==> config.mk <==
export PLATFORM = sky130hd
export DESIGN_NAME = pipeline_ctrl_unit
export DESIGN_NICKNAME = d
export VERILOG_FILES = /design/src/rtl/pipeline_ctrl_unit_pkg.sv /design/src/rtl/pipeline_ctrl_unit_load_use_detector.sv /design/src/rtl/pipeline_ctrl_unit.sv
export SDC_FILE = /design/constraint.sdc
export NUM_CORES = 1
export LEC_CHECK = 0
export CAP_MARGIN = 20
export CORE_MARGIN = 4
export CORE_UTILIZATION = 40
export CTS_CLUSTER_DIAMETER = 50
export DETAILED_ROUTE_END_ITERATION = 7
export PLACE_DENSITY = 0.72
export SLEW_MARGIN = 25
export SYNTH_ARGS = -nofsm -noshare
export SYNTH_HDL_FRONTEND = slang
export SYNTH_SLANG_ARGS = --single-unit
export TNS_END_PERCENT = 10
==> constraint.sdc <==
create_clock -name clk_i -period 3.9 [get_ports clk_i]
set_input_delay 0.585 -clock clk_i [delete_from_list [all_inputs] [get_ports clk_i]]
set_output_delay 0.585 -clock clk_i [all_outputs]
set_load 0.01 [all_outputs]
==> src/rtl/pipeline_ctrl_unit_pkg.sv <==
// Shared types for the pipeline sequencer.
// States plus the per-register stall/flush bundle.
package pipeline_ctrl_unit_pkg;

  typedef enum logic [1:0] {
    PC_RUN,
    PC_DMEM_WAIT,
    PC_FAULT
  } pipe_ctrl_state_e;

  typedef struct packed {
    logic pc_stall;
    logic if_id_stall;
    logic if_id_flush;
    logic id_ex_stall;
    logic id_ex_flush;
    logic ex_mem_stall;
    logic mem_wb_flush;
  } pipe_ctrl_t;

  localparam pipe_ctrl_t CTRL_NONE = '0;

  localparam pipe_ctrl_t CTRL_MEM_STALL = '{
    pc_stall:     1'b1,
    if_id_stall:  1'b1,
    if_id_flush:  1'b0,
    id_ex_stall:  1'b1,
    id_ex_flush:  1'b0,
    ex_mem_stall: 1'b1,
    mem_wb_flush: 1'b1
  };

  localparam pipe_ctrl_t CTRL_REDIRECT = '{
    pc_stall:     1'b0,
    if_id_stall:  1'b0,
    if_id_flush:  1'b1,
    id_ex_stall:  1'b0,
    id_ex_flush:  1'b1,
    ex_mem_stall: 1'b0,
    mem_wb_flush: 1'b0
  };

  localparam pipe_ctrl_t CTRL_LOAD_USE = '{
    pc_stall:     1'b1,
    if_id_stall:  1'b1,
    if_id_flush:  1'b0,
    id_ex_stall:  1'b0,
    id_ex_flush:  1'b1,
    ex_mem_stall: 1'b0,
    mem_wb_flush: 1'b0
  };

  localparam pipe_ctrl_t CTRL_IMEM_WAIT = '{
    pc_stall:     1'b1,
    if_id_stall:  1'b0,
    if_id_flush:  1'b1,
    id_ex_stall:  1'b0,
    id_ex_flush:  1'b0,
    ex_mem_stall: 1'b0,
    mem_wb_flush: 1'b0
  };

endpackage

==> src/rtl/pipeline_ctrl_unit_load_use_detector.sv <==
// Load-use hazard compare between the ID operands and the EX load.
// x0 never creates a hazard since it is hardwired to zero.
module pipeline_ctrl_unit_load_use_detector (
  input  logic [4:0] rs1,
  input  logic [4:0] rs2,
  input  logic       use_rs1,
  input  logic       use_rs2,
  input  logic [4:0] rd,
  input  logic       mem_read,
  output logic       load_use
);

  logic hit_rs1;
  logic hit_rs2;

  assign hit_rs1 = use_rs1 && (rs1 == rd);
  assign hit_rs2 = use_rs2 && (rs2 == rd);

  assign load_use = mem_read
                 && (rd != 5'd0)
                 && (hit_rs1 || hit_rs2);

endmodule

==> src/rtl/pipeline_ctrl_unit.sv <==
// Pipeline sequencer: stall/flush enables, data-memory wait FSM,
// sticky timeout fault and saturating stall/flush counters.
module pipeline_ctrl_unit
  import pipeline_ctrl_unit_pkg::*;
#(
  parameter int DMEM_TIMEOUT = 64,
  parameter int CNT_W        = 32
) (
  input  logic             clk_i,
  input  logic             rst_i,
  input  logic [4:0]       id_rs1_i,
  input  logic [4:0]       id_rs2_i,
  input  logic             id_use_rs1_i,
  input  logic             id_use_rs2_i,
  input  logic [4:0]       ex_rd_i,
  input  logic             ex_MemRead_i,
  input  logic             ex_redirect_i,
  input  logic             mem_access_i,
  input  logic             dmem_ready_i,
  input  logic             imem_ready_i,
  output logic             pc_stall_o,
  output logic             if_id_stall_o,
  output logic             if_id_flush_o,
  output logic             id_ex_stall_o,
  output logic             id_ex_flush_o,
  output logic             ex_mem_stall_o,
  output logic             mem_wb_flush_o,
  output logic             dmem_req_o,
  output logic             dmem_err_o,
  output logic [CNT_W-1:0] stall_cnt_o,
  output logic [CNT_W-1:0] flush_cnt_o
);

  localparam int WCNT_W = $clog2(DMEM_TIMEOUT + 1);
  localparam logic [WCNT_W-1:0] WCNT_MAX = WCNT_W'(DMEM_TIMEOUT);

  pipe_ctrl_state_e  state;
  pipe_ctrl_state_e  state_d;
  logic [WCNT_W-1:0] wcnt;
  logic [WCNT_W-1:0] wcnt_d;
  logic [CNT_W-1:0]  stall_cnt;
  logic [CNT_W-1:0]  flush_cnt;
  pipe_ctrl_t        ctrl;
  logic              mem_stall;
  logic              req;
  logic              redirect_take;
  logic              load_use;

  pipeline_ctrl_unit_load_use_detector u_lud (
    .rs1      (id_rs1_i),
    .rs2      (id_rs2_i),
    .use_rs1  (id_use_rs1_i),
    .use_rs2  (id_use_rs2_i),
    .rd       (ex_rd_i),
    .mem_read (ex_MemRead_i),
    .load_use (load_use)
  );

  always_comb begin
    state_d       = state;
    wcnt_d        = wcnt;
    mem_stall     = 1'b0;
    req           = 1'b0;
    redirect_take = 1'b0;
    ctrl          = CTRL_NONE;

    unique case (state)
      PC_RUN: begin
        req = mem_access_i;
        if (mem_access_i && !dmem_ready_i) begin
          mem_stall = 1'b1;
          state_d   = PC_DMEM_WAIT;
          wcnt_d    = WCNT_W'(1);
        end
      end
      PC_DMEM_WAIT: begin
        req = 1'b1;
        if (!dmem_ready_i) begin
          mem_stall = 1'b1;
          if (wcnt == WCNT_MAX) begin
            state_d = PC_FAULT;
          end else begin
            wcnt_d = wcnt + 1'b1;
          end
        end else begin
          state_d = PC_RUN;
          wcnt_d  = '0;
        end
      end
      PC_FAULT: begin
        mem_stall = 1'b1;
      end
      default: begin
        state_d = PC_RUN;
        wcnt_d  = '0;
      end
    endcase

    // EX is held during a memory stall, so redirect/load-use replay later
    if (mem_stall) begin
      ctrl = CTRL_MEM_STALL;
    end else if (ex_redirect_i) begin
      ctrl          = CTRL_REDIRECT;
      redirect_take = 1'b1;
    end else if (load_use) begin
      ctrl = CTRL_LOAD_USE;
    end else if (!imem_ready_i) begin
      ctrl = CTRL_IMEM_WAIT;
    end

    if (rst_i) begin
      ctrl          = CTRL_NONE;
      req           = 1'b0;
      redirect_take = 1'b0;
    end
  end

  always_ff @(posedge clk_i) begin
    if (rst_i) begin
      state     <= PC_RUN;
      wcnt      <= '0;
      stall_cnt <= '0;
      flush_cnt <= '0;
    end else begin
      state <= state_d;
      wcnt  <= wcnt_d;
      if (ctrl.pc_stall && (stall_cnt != '1)) begin
        stall_cnt <= stall_cnt + 1'b1;
      end
      if (redirect_take && (flush_cnt != '1)) begin
        flush_cnt <= flush_cnt + 1'b1;
      end
    end
  end

  assign pc_stall_o     = ctrl.pc_stall;
  assign if_id_stall_o  = ctrl.if_id_stall;
  assign if_id_flush_o  = ctrl.if_id_flush;
  assign id_ex_stall_o  = ctrl.id_ex_stall;
  assign id_ex_flush_o  = ctrl.id_ex_flush;
  assign ex_mem_stall_o = ctrl.ex_mem_stall;
  assign mem_wb_flush_o = ctrl.mem_wb_flush;
  assign dmem_req_o     = req;
  assign dmem_err_o     = (state == PC_FAULT) && !rst_i;
  assign stall_cnt_o    = stall_cnt;
  assign flush_cnt_o    = flush_cnt;

endmodule

After elaboration in Yosys (flattened, before gate mapping)
Cells that the tools add are included.
{"block": "totals", "ff_bits": 73, "in_bits": 24, "output_inout_bits": 73, "wordCells": 54}
{"block": "op_classes", "addsub": 3, "n_eq_ne": 10, "mux": 21, "bitwise_logic": 1, "reduce_logical": 15}
{"op": "adder 32 x 1 -> 32 bit, second input constant", "count": 2}
{"op": "inequality test 32 bit, second input constant", "count": 2}
{"op": "two-way mux 7 bit", "count": 8}
{"op": "one-hot mux 7 bit (3 select lines)", "count": 1}
{"op": "== test 5 bit", "count": 2}
{"op": "logical AND 1 bit", "count": 8}
{"op": "adder 7 x 1 -> 7 bit, second input constant", "count": 1}
{"op": "== test 7 bit, second input constant", "count": 1}
{"op": "two-way mux 1 bit", "count": 6}
{"op": "two-way mux 2 bit", "count": 3}
{"op": "inequality test 3 bit, second input constant", "count": 2}
{"op": "one-hot mux 2 bit (3 select lines)", "count": 1}
{"op": "AND reduction 3 bit", "count": 2}
{"op": "nonzero test 5 bit", "count": 1}
{"op": "one-hot mux 1 bit (3 select lines)", "count": 1}
{"op": "== test 2 x 1 -> 1 bit, second input constant", "count": 1}
{"op": "== test 2 bit, second input constant", "count": 1}
{"op": "zero test 1 bit", "count": 2}
{"op": "zero test 2 bit", "count": 1}
{"op": "inequality test 2 bit, second input constant", "count": 1}
{"op": "one-hot mux 1 bit (2 select lines)", "count": 1}
{"op": "logical OR 1 bit", "count": 1}
{"op": "inverter 1 bit", "count": 1}

Logic depth before layout (Yosys ltp)
Gate-level depths: netlist of run 1.
{"block": "logic_depth", "depth_word": 9, "depth_mapped": 11, "mapped_depth_nobuf": 9}

By module
From an unflattened synthesis of run 1, not the netlist that was laid out.
{"block": "hier_totals", "cells_unflattened": 465, "hier_area_um2": 3828.7}
{"mod": "pipeline_ctrl_unit", "instances": 1, "cells_each": 448, "area_per_inst_um2": 3694.8, "seq_area_each_um2": 1461.4}
{"mod": "pipeline_ctrl_unit_load_use_detector", "instances": 1, "cells_each": 17, "area_per_inst_um2": 133.9, "seq_area_each_um2": 0.0}

Worst setup path after synthesis of run 1
Ideal clock, no wire load.
{"block": "synth_timing", "path_kind": "input to output", "from": "input ex_rd_i[1]", "to": "output pc_stall_o", "arrival_ps": 1910, "t_required_ps": 3315, "path_slack_ps": 1405, "cell_stages": 8, "path_buffers": 2, "cell_sequence": "or4_1 -> o21ai_1 -> nor3_1 -> o21ai_1 -> and2_4 -> buf_6 -> buf_2 -> inv_1"}
{"block": "synth_via", "elab_chain_cells": 8, "elab_cells_between_ends": 12, "classes_between": "2 x eq/ne; 4 x mux; 6 x reduce/logical"}
{"item": "start, declared", "line_no": "pipeline_ctrl_unit.sv:15", "rtl": "input logic [4:0] ex_rd_i,"}
{"item": "== test 5 bit (on tied branches)", "line_no": "pipeline_ctrl_unit_load_use_detector.sv:16, pipeline_ctrl_unit_load_use_detector.sv:17"}
{"item": "logical AND 1 bit (on tied branches)", "line_no": "pipeline_ctrl_unit_load_use_detector.sv:16, pipeline_ctrl_unit_load_use_detector.sv:17"}
{"item": "logical OR 1 bit", "line_no": "pipeline_ctrl_unit_load_use_detector.sv:21", "rtl": "&& (hit_rs1 || hit_rs2);"}
{"item": "logical AND 1 bit (*)", "line_no": "pipeline_ctrl_unit_load_use_detector.sv:21"}
{"item": "two-way mux 7 bit (*)", "line_no": "pipeline_ctrl_unit.sv:105", "rtl": "end else if (load_use) begin"}
{"item": "two-way mux 7 bit (*)", "line_no": "pipeline_ctrl_unit.sv:102", "rtl": "end else if (ex_redirect_i) begin"}
{"item": "two-way mux 7 bit (*)", "line_no": "pipeline_ctrl_unit.sv:100", "rtl": "if (mem_stall) begin"}
{"item": "two-way mux 7 bit (*)", "line_no": "pipeline_ctrl_unit.sv:111", "rtl": "if (rst_i) begin"}
{"item": "end, declared", "line_no": "pipeline_ctrl_unit.sv:21", "rtl": "output logic pc_stall_o,"}
Mark *: on every way between the ends. The rest lies on a longest branch, timed or not.

Worst setup path after layout of run 1
{"block": "layout_timing", "from": "input ex_rd_i[2]", "to": "output if_id_flush_o"}
{"block": "layout_via", "elab_chain_cells": 8, "elab_cells_between_ends": 12, "classes_between": "2 x eq/ne; 4 x mux; 6 x reduce/logical"}
{"item": "== test 5 bit (on tied branches)", "line_no": "pipeline_ctrl_unit_load_use_detector.sv:16, pipeline_ctrl_unit_load_use_detector.sv:17"}
{"item": "logical AND 1 bit (on tied branches)", "line_no": "pipeline_ctrl_unit_load_use_detector.sv:16, pipeline_ctrl_unit_load_use_detector.sv:17"}
{"item": "logical OR 1 bit", "line_no": "pipeline_ctrl_unit_load_use_detector.sv:21"}
{"item": "logical AND 1 bit (*)", "line_no": "pipeline_ctrl_unit_load_use_detector.sv:21"}
{"item": "two-way mux 7 bit (*)", "line_no": "pipeline_ctrl_unit.sv:105"}
{"item": "two-way mux 7 bit (*)", "line_no": "pipeline_ctrl_unit.sv:102"}
{"item": "two-way mux 7 bit (*)", "line_no": "pipeline_ctrl_unit.sv:100"}
{"item": "two-way mux 7 bit (*)", "line_no": "pipeline_ctrl_unit.sv:111"}
{"item": "end, declared", "line_no": "pipeline_ctrl_unit.sv:23", "rtl": "output logic if_id_flush_o,"}
Marks and branches as above.

==> results of run 1 <==
flip-flops by register name (all words and copies together) (netlist names):
name,flops
stall_cnt_o,32
wcnt,7
flush_cnt_o,32
state,2
worst max path at each step:
stage                           from            end  cells past startpoint
final                     ex_rd_i[2]  if_id_flush_o                      9
after global placement    ex_rd_i[1]     pc_stall_o                      8
after floorplan           ex_rd_i[1]     pc_stall_o                      8
after CTS                 ex_rd_i[2]  if_id_flush_o                      9
after global routing      ex_rd_i[1]     pc_stall_o                      8
after detailed placement  ex_rd_i[2]  if_id_flush_o                      9
final cells by class:
| cell class | instances | area share (%) |
|---|---|---|
| timing repair buffer | 101 | 19.7 |
| clock inverter | 5 | 1.09 |
| multi-input combinational | 350 | 43.1 |
| clock buffer | 11 | 2.81 |
| sequential | 73 | 29.0 |
| inverter | 14 | 1.04 |
| tap | 129 | 3.21 |
power breakdown:
part	switching, uW	internal, uW
sequential	5.19	749
clock	282	311
combinational	58.4	52.9
total	346	1110
cells by family (layout without fill, tap and decap cells):
logic type	count (synthesis)	after routing	share of synthesized area, %
buffers and inverters	41	131	5.05
XOR/XNOR	45	45	10.3
AND/OR/NAND/NOR	227	227	31.1
AO/OA/AOI/OAI	67	67	11.9
multiplexers	7	7	1.97
adder cells (fa/ha/maj)	4	4	1.31
flip-flops	73	73	38.3
routing by layer:
layer	GRT usage, %	up-vias	wire [um]
met3	5.70	6	492
met5	0	-	0
met2	30.1	85	4790
li1	-	1835	-
met4	2.87	0	39
met1	20.4	1732	4250
layout by cell type (no fill, tap or decap), drive strengths merged, types with 8 or more instances in the layout:
| cell type | n |
|---|---|
| nor3 | 8 |
| clkdlybuf4s50 | 95 |
| inv | 14 |
| nand2 | 36 |
| and3 | 16 |
| o21ai | 8 |
| xor2 | 27 |
| nand4 | 17 |
| clkbuf | 11 |
| xnor2 | 18 |
| o31ai | 11 |
| nand3 | 22 |
| nor2 | 70 |
| dfxtp | 73 |
| or4 | 17 |
| a21oi | 21 |
| and4 | 9 |
worst reg2reg max path, cell delays in order, from the launching register on:
cell      delay, ns
dfxtp_1        0.34
ha_1           0.23
and3_1         0.27
nand2_1        0.11
nor4_2         0.04
buf_4          0.24
or3b_2         0.55
a21oi_1        0.14
buf_4          0.20
a311oi_1       0.11
a41o_1         0.23
per-stage QoR:
stage,instance area (um^2),setup WS [ns],cells,total power [uW]
6_report,5030,0.587,683,1460
5_1_grt,5030,0.443,683,1520
4_1_cts,5030,0.576,683,1480
3_5_place_dp,4840,0.580,667,883
3_3_place_gp,4840,0.635,667,881
2_1_floorplan,3820,1.40,464,833
==> impl_metrics.yaml, run 1 <==
global_routing:
  first_global_vias: 3413
  overflow: 0
  grt_max_degree: 72
  grt_pass1_wl_um: 15900
  antenna_found_initial: 0
  grt.total_usage_pct: 17.1
clock_network:
  htree_levels: 3
  postCtsSetupBuffers: 0
  cts.repair.resized: 0
  clk_latency_ns: 0.34
  cts_buffers: 9
  cts_tree: "yes"
  clkTransAtPathRegs_ns: 0.07
  cts_root_buf: "clkbuf_8"
  cts_num_sinks: 73
  clockBufferDepth: 2
  holdBufCountCts: 0
finish:
  fillers: 880
  nets: 577
  diodes: 0
  seq_area_um2: 1460
  final_util_pct: 54.2
  syn2layout_area_growth_pct: 31.9
  multiInputGateArea_um2: 2170
  drive_gt1_share_pct: 6.14
die:
  core_area_um2: 9280
  die_area_um2: 11200
  die_x_um: 106
  ios: 97
  die_h_um: 106
  start_util_pct: 41.1
  placementRows: 35
synthesis:
  async_flop_share_pct: 0
  ys_ff_latch: 73
  synth.yosys.warnings: 0
  yosysSeqAreaShare_pct: 38.3
  yosysTopAreaCell: "dfxtp_1"
  ys.flop_type: "dfxtp_1"
  synth.distinct_cells: 51
  syn_area_per_cell_um2: 8.23
  synthCells: 464
  synthTopCellsByArea: "dfxtp_1, nor2_1, xor2_1"
  synth_edf_count: 0
  netlist_area_um2: 3820
  synth_common_cells: "dfxtp_1, nor2_1, nand2_1, xor2_1, nand3_1"
  syn_nets: 492
  synth_top_area_share_pct: 38.3
  synth.most_common_cell: "dfxtp_1"
min_path:
  whs_endpoint: "wcnt[6]"
  hp-class: "register to register"
  min-delay-start: "wcnt[6]"
  holdPathStages: 2
timing:
  final.setup_skew_ns: 0.0102
  final.period_utilization_pct: 84.9
  maxSlewHeadroom_pct: 52.7
  rsz0062_at_grt: "false"
  tightest_slew_ns: 0.710
  period_needed_ns: 3.31
  setup_tns_ns: 0
  max_freq_mhz: 302
  holdWs_ns: 0.488
  setup_viol: 0
  maxSlewViolCount: 0
  final_hold_viol_count: 0
critical_path:
  start_kind: "input pin"
  arrival_ns: 2.73
  reg2reg_slack_ns: 1.34
  critPathBufInv: 2
  end_kind: "output pin"
  ff2ff_path_depth: 10
  path_class: "input pin to output pin"
  cpMostUsedCell: "nor2_1"
  crit_fanout: 3
  crit_family: "buffers and inverters"
  r2r_end: "stall_cnt_o[25]"
  crit_path_top_delay_cell: "clkdlybuf4s50_1"
  rr_startpoint: "stall_cnt_o[0]"
  critPathMaxStageDelay_ns: 0.48
  cp.required_ns: 3.31
  path_cells: "clkdlybuf4s50_1 > xor2_1 > nor4_1 > and3_1 > nor2_1 > nor2_1 > nor2_1 > o21a_1 > clkdlybuf4s50_1"
pwr:
  p_per_area_nw_per_um2: 290
  leakage_uw: 0.00173
  peakVddDrop_uv: 163
outcome:
  status: "finished with violations"
  violations: "DRC"
job:
  drv_cap: 0
placed_design:
  finalWeightedCongestion: 0.837
  port_buffers: 96
  dpl.hpwl_um: 6830
routing:
  antenna_left: 0
  initialDrtViolationCount: 136
  vias_per_cell: 5.36
  drt_pass1_iterations: 6
  drc_errors: 1
  wl_um: 9580
  wl_per_cell_um: 14.0
  num_vias: 3658
Power figures use the tool's default switching activity.
==> inputs of run 2 (changes only) <==
--- a/config.mk
+++ b/config.mk
@@ -10,7 +10,7 @@
 export CORE_UTILIZATION = 40
 export CTS_CLUSTER_DIAMETER = 50
 export DETAILED_ROUTE_END_ITERATION = 7
-export PLACE_DENSITY = 0.72
+export PLACE_DENSITY = 0.75
 export SLEW_MARGIN = 25
 export SYNTH_ARGS = -nofsm -noshare
 export SYNTH_HDL_FRONTEND = slang
==> constraint.sdc (replaced) <==
create_clock -name clk_i -period 2.7 [get_ports clk_i]
set_input_delay 0.405 -clock clk_i [delete_from_list [all_inputs] [get_ports clk_i]]
set_output_delay 0.405 -clock clk_i [all_outputs]
set_load 0.01 [all_outputs]
==> impl_metrics.yaml, run 2 (synthesis results as in run 1) <==
outcome:
  status: "finished, final reports clean"
routing:
  antenna_left: 0
  wl_per_cell_um: 14.3
  drt_pass1_iterations: 4
  initialDrtViolationCount: 155
  drc_errors: 0
  vias_per_cell: 5.43
  num_vias: 3801
  wl_um: 10000
timing:
  final_hold_viol_count: 0
  period_needed_ns: 2.61
  tightest_slew_ns: 0.527
  maxSlewHeadroom_pct: 64.6
  max_freq_mhz: 383
  setup_viol: 0
  maxSlewViolCount: 0
  worst_slack_ns: 0.0902
  rsz0062_at_grt: "false"
  final.setup_skew_ns: 0.00838
  final.period_utilization_pct: 96.7
pwr:
  leakage_uw: 0.00184
  p_sw_share_pct: 23.6
  clkPwrFrac_pct: 36.0
  internal_power_uw: 1510
  peakVddDrop_uv: 217
  p_per_area_nw_per_um2: 386
  p_comb_share_pct: 9.0
  seqPwrFrac_pct: 55.0
  power_uw: 1980
  p_switching_uw: 468
placed_design:
  preCtsSetupSlack_ns: -0.266
  port_buffers: 96
  finalWeightedCongestion: 0.860
  dpl.hpwl_um: 7480
critical_path:
  arrival_ns: 2.20
  cp.required_ns: 2.30
  reg2reg_slack_ns: 0.40
  start_kind: "input pin"
  rr_startpoint: "flush_cnt_o[14]"
  r2r_end: "flush_cnt_o[21]"
  crit_fanout: 3
  path_class: "input pin to output pin"
  ff2ff_path_depth: 8
  end_kind: "output pin"
die:
  die_area_um2: 11200
  ios: 97
  start_util_pct: 41.1
  die_x_um: 106
  core_area_um2: 9280
  die_h_um: 106
  placementRows: 35
job:
  drv_cap: 0
clock_network:
  htree_levels: 3
  clk_latency_ns: 0.33
  cts_tree: "yes"
  cts_buffers: 9
  clkTransAtPathRegs_ns: 0.07
  postCtsSetupBuffers: 0
  cts_root_buf: "clkbuf_8"
  cts_num_sinks: 73
  clockBufferDepth: 2
finish:
  layout_commonest_cell: "clkdlybuf4s50_1"
  drive_gt1_share_pct: 8.93
  syn2layout_area_growth_pct: 34.3
  final_cell_mix: "clkdlybuf4s50_1, dfxtp_1, nor2_1, nand2_1, xor2_1"
  diodes: 0
  final_util_pct: 55.2
  nets: 597
min_path:
  hp-class: "input pin to register"
  min-delay-start: "rst_i"
  whs_endpoint: "flush_cnt_o[15]"
  holdPathStages: 2
global_routing:
  overflow: 0
  grt_pass1_wl_um: 16900
  antenna_found_initial: 0
  first_global_vias: 3633
  grt.total_usage_pct: 18.1
  grt_max_degree: 38
run 2: cell count changes in the layout (fill, tap and decap cells not counted):
cell             before  now
buf_4                 5   25
clkdlybuf4s50_1      95   87
dlygate4sd2_1         0    6
clkinvlp_4            2    0
bufinv_16             1    0
clkbuf_1              1    2
clkbuf_2              0    1
clkinv_2              2    1
dlymetal6s2s_1        0    1
run 2: how the worst max path moves through the flow:
stage / cells past startpoint / to / start
2_1_floorplan: 9 / stall_cnt_o[28] / dmem_ready_i
3_3_place_gp: 8 / if_id_flush_o / ex_rd_i[1]
3_5_place_dp: 10 / if_id_flush_o / ex_rd_i[2]
4_1_cts: 8 / pc_stall_o / ex_rd_i[2]
5_1_grt: 9 / id_ex_flush_o / id_rs1_i[2]
6_report: 9 / if_id_stall_o / id_rs1_i[2]
run 2: stage by stage:
step / cells / hold slack, ns / setup TNS (ns) / area [um^2]
6_report: 700 / 0.409 / 0 / 5130
5_1_grt: 700 / 0.428 / 0 / 5130
2_1_floorplan: 464 / 0.452 / 0 / 3820
4_1_cts: 700 / 0.392 / 0 / 5130
3_5_place_dp: 687 / 0.484 / -2.72 / 4990
3_3_place_gp: 687 / 0.464 / -0.833 / 4990
run 2: worst max-delay path: stages:
cell	delay (ns)
clkdlybuf4s50_1	0.43
xor2_1	0.17
nor4_1	0.32
and3_1	0.22
nor2_1	0.05
nor2_1	0.09
buf_4	0.14
a21o_1	0.10
dlygate4sd2_1	0.28
run 2: area by class of cell:
type	count	area, um^2
Sequential cell	73	1460
Fill cell	875	4160
Clock inverter	1	5.00
Timing Repair Buffer	121	1130
Multi-Input combinational cell	350	2170
Clock buffer	12	145
Tap cell	129	161
Inverter	14	52.6
run 2: metal layers:
metal | GRT usage (%) | part of all wire [%] | routed length (um) | up-vias
li1 | - | - | - | 1876
met1 | 22.9 | 44 | 4370 | 1798
met2 | 30.8 | 49 | 4960 | 115
met3 | 3.92 | 6.0 | 605 | 12
met4 | 5.55 | 1.0 | 105 | 0
met5 | 0 | 0 | 0 | -
run 2: power by group through the flow:
| stage | clock network, uW | registers (uW) | logic [uW] |
|---|---|---|---|
| 2_1_floorplan | 0 | 1110 | 90.4 |
| 3_3_place_gp | 0 | 1110 | 178 |
| 3_5_place_dp | 0 | 1110 | 184 |
| 4_1_cts | 738 | 1090 | 180 |
| 5_1_grt | 773 | 1090 | 196 |
| 6_report | 713 | 1090 | 178 |
run 2: what timing repair did:
action                                  in CTS  in global routing
endpoints found under the hold margin        0                  0
pin swaps                                    2                  2
hold buffers                                 0                  0
endpoints found under the setup margin       4                  2
cloned                                       0                  0
gates resized for setup                      7                  3
==> variant, RTL diff (flow settings as in run 2) <==
Put one more register stage on the output `stall_cnt_o`, without a reset. The value now appears one clock later. The other outputs are not delayed to match.
--- a/src/rtl/pipeline_ctrl_unit.sv
+++ b/src/rtl/pipeline_ctrl_unit.sv
@@ -143,5 +143,7 @@
   assign dmem_req_o     = req;
   assign dmem_err_o     = (state == PC_FAULT) && !rst_i;
-  assign stall_cnt_o    = stall_cnt;
+  always_ff @(posedge clk_i) begin
+    stall_cnt_o <= stall_cnt;
+  end
   assign flush_cnt_o    = flush_cnt;
 
Check against the original RTL: not equivalent (a bounded check fails within 4 cycles, from zero or initial values and one cycle with rst_i high).
==> variant against run 2 <==
Wire length up 5.4%; design area grew 15%; worst setup slack improved by 0.047 ns; global-route usage is 1.6 points lower; synthesized area rose by 16%; via count grew 4.5%; synthesized cell count up 4.5%; count of clock-buffer cells in the layout shrank 3; power is 39% higher; sequential cell count rose by 32; highest routed layer unchanged.
==> variant: results (changes against run 2) <==
| Metric | Value |
|---|---|
| CP max FO | 12 (was 3) |
| Worst hold path type | flop to flop (was input port to flop) |
| Warnings from Yosys | 0 (unchanged) |
| FFs w/ async S/R, synth | 0 (unchanged) |
| P_leak | 2.11 nW (was 1.84 nW) |
| Placed instance area | 5660 um2 (was 4990 um2) |
| Post-synthesis net count | 513 (was 492) |
| Max incr delay on CP | 0.49 ns (was 0.43 ns) |
| Synth Flop Type | dfxtp_1 (unchanged) |
| Antenna violations before repair | 0 (unchanged) |
| Wire per inst | 14.2 um (was 14.3 um) |
| Worst-Skew Late Latency | 0.37 ns (was 0.33 ns) |
| Arrival time at the worst endpoint | 2.87 ns (was 2.20 ns) |
| Initial detailed-routing violation count | 185 (was 155) |
| Distinct cells, synth | 48 (was 51) |
| DRT Pass-1 Iters | 4 (unchanged) |
| Num CTS Buffers | 9 (unchanged) |
| Bufs on Longest Clock Path | 2 (unchanged) |
| RePlAce Congestion | 0.825 (was 0.860) |
| Root buffer cell | clkbuf_8 (unchanged) |
| Max rail drop VDD | 0.284 mV (was 0.217 mV) |
| Post-DP HPWL | 7620 um (was 7480 um) |
| Sink Count | 105 (was 73) |
| Status | complete, no violations (unchanged) |
| Layout Nets | 631 (was 597) |
| Layout cells sized above 1 | 0.117 (was 0.0893) |
| Global-route wire length before repair | 17500 um (was 16900 um) |
| Clock transition at the registers of the reported paths | 0.10 ns (was 0.07 ns) |
| Number of global-route vias before repair | 3784 (was 3633) |
| Crit-path slowest cell | or4_1 (was clkdlybuf4s50_1) |
| Pin count of the biggest net entering global routing | 64 (was 38) |
| Port Buffers | 96 (unchanged) |
| Vias | 3972 (was 3801) |
| Worst Clk Skew | 0.0141 ns (was 0.00838 ns) |
| CTS H-tree depth | 3 (unchanged) |
| Worst rel slew slack | 0.569 (was 0.646) |
| CP top delay family | simple AND/OR/NAND/NOR gates (was buffers and inverters) |
| Fillers | 1020 (was 875) |
| Post-synthesis sequential area ratio | 0.476 (was 0.383) |
| Ant diodes | 0 (unchanged) |
| Top post-synthesis cells by count | dfxtp_1 (105), nor2_1 (58), nand2_1 (36), xor2_1 (35), a21oi_1 (29) (was dfxtp_1 (73), nor2_1 (70), nand2_1 (36), xor2_1 (27), nand3_1 (22)) |
| Top cells by area, synth | dfxtp_1 (48%), xor2_1 (6.9%), nor2_1 (4.9%), a21oi_1 (3.3%), nand2_1 (3.1%) (was dfxtp_1 (38%), nor2_1 (6.9%), xor2_1 (6.2%), xnor2_1 (4.1%), nand2_1 (3.5%)) |
| DP Worst Slack | -0.398 ns (was -0.266 ns) |
| GRT Total Usage | 0.165 (was 0.181) |
## variant: cell types whose count changed after synthesis, moves of 6 or more
| cell | change |
|---|---|
| xnor2_1 | -10 |
| o311ai_0 | -6 |
| xor2_1 | +8 |
| mux2_4 | +7 |
| o21ai_0 | +9 |
| buf_2 | -6 |
| or3_1 | +10 |
| and3_1 | -6 |
| a21oi_1 | +8 |
| nor2_1 | -12 |
| dfxtp_1 | +32 |
## variant: where the power goes
part / leakage [nW] / internal, mW / switching [mW]
sequential: 0.847 / 1.56 / 0.00946
clock: 0.107 / 0.448 / 0.567
combinational: 1.16 / 0.0861 / 0.0932
total: 2.11 / 2.09 / 0.670
## variant: logic make-up after synthesis
group | Yosys count | share of synthesized area
fa+ha+maj | 4 | 0.0113
mux | 8 | 0.0261
simple gates | 223 | 0.264
buf+inv | 29 | 0.0337
flops | 105 | 0.476
compound gates | 73 | 0.103
xor+xnor | 43 | 0.0853
## variant: final timing paths
path,startpoint,endpoint,slack (ns),depth (start not counted)
worst min register to register,stall_cnt[7]$_SDFFE_PP0P_,stall_cnt_o[7]$_DFF_P_,0.38,0
worst min-delay path,stall_cnt[7]$_SDFFE_PP0P_,stall_cnt_o[7]$_DFF_P_,0.38,0
worst max register to register,flush_cnt_o[16]$_SDFFE_PP0P_,flush_cnt_o[21]$_SDFFE_PP0P_,0.18,8
worst max-delay path,id_rs2_i[1],stall_cnt[23]$_SDFFE_PP0P_,0.14,11
## variant: timing repair
action | CTS | global route
setup buffers | 1 | 0
setup endpoints to repair | 6 | 10
gates cloned | 0 | 1
resized for setup | 13 | 9
pin swaps | 4 | 5
hold endpoints to repair | 0 | 0
## variant: per-stage QoR
stage / TNS (ns) / std cells
final: 0 / 748
after global placement: -6.22 / 730
after CTS: 0 / 747
after detailed placement: -9.23 / 730
after global routing: -0.213 / 748
after floorplan: 0 / 485
## variant: worst reg2reg max path, delay by kind of cell, from the launching register on
kind | cells | cell delay, ns
compound gates | 1 | 0.33
xor+xnor | 1 | 0.16
flops | 1 | 0.42
simple gates | 6 | 1.48
## variant: area by class of cell
type / count / area (um2) / share of cell area
Timing Repair Buffer: 125 / 1180 / 0.200
Multi-Input combinational cell: 352 / 2200 / 0.372
Sequential cell: 105 / 2100 / 0.356
Tap cell: 140 / 175 / 0.0297
Inverter: 10 / 37.5 / 0.00635
Clock buffer: 9 / 124 / 0.0210
Clock inverter: 7 / 90.1 / 0.0153
## variant: layer usage
| metal | wire [um] | global-route usage | vias to the layer above |
|---|---|---|---|
| met4 | 170 | 0.0529 | 0 |
| met1 | 4820 | 0.214 | 1883 |
| li1 | - | - | 1965 |
| met3 | 581 | 0.0374 | 14 |
| met2 | 5020 | 0.273 | 110 |
| met5 | 0 | 0 | - |
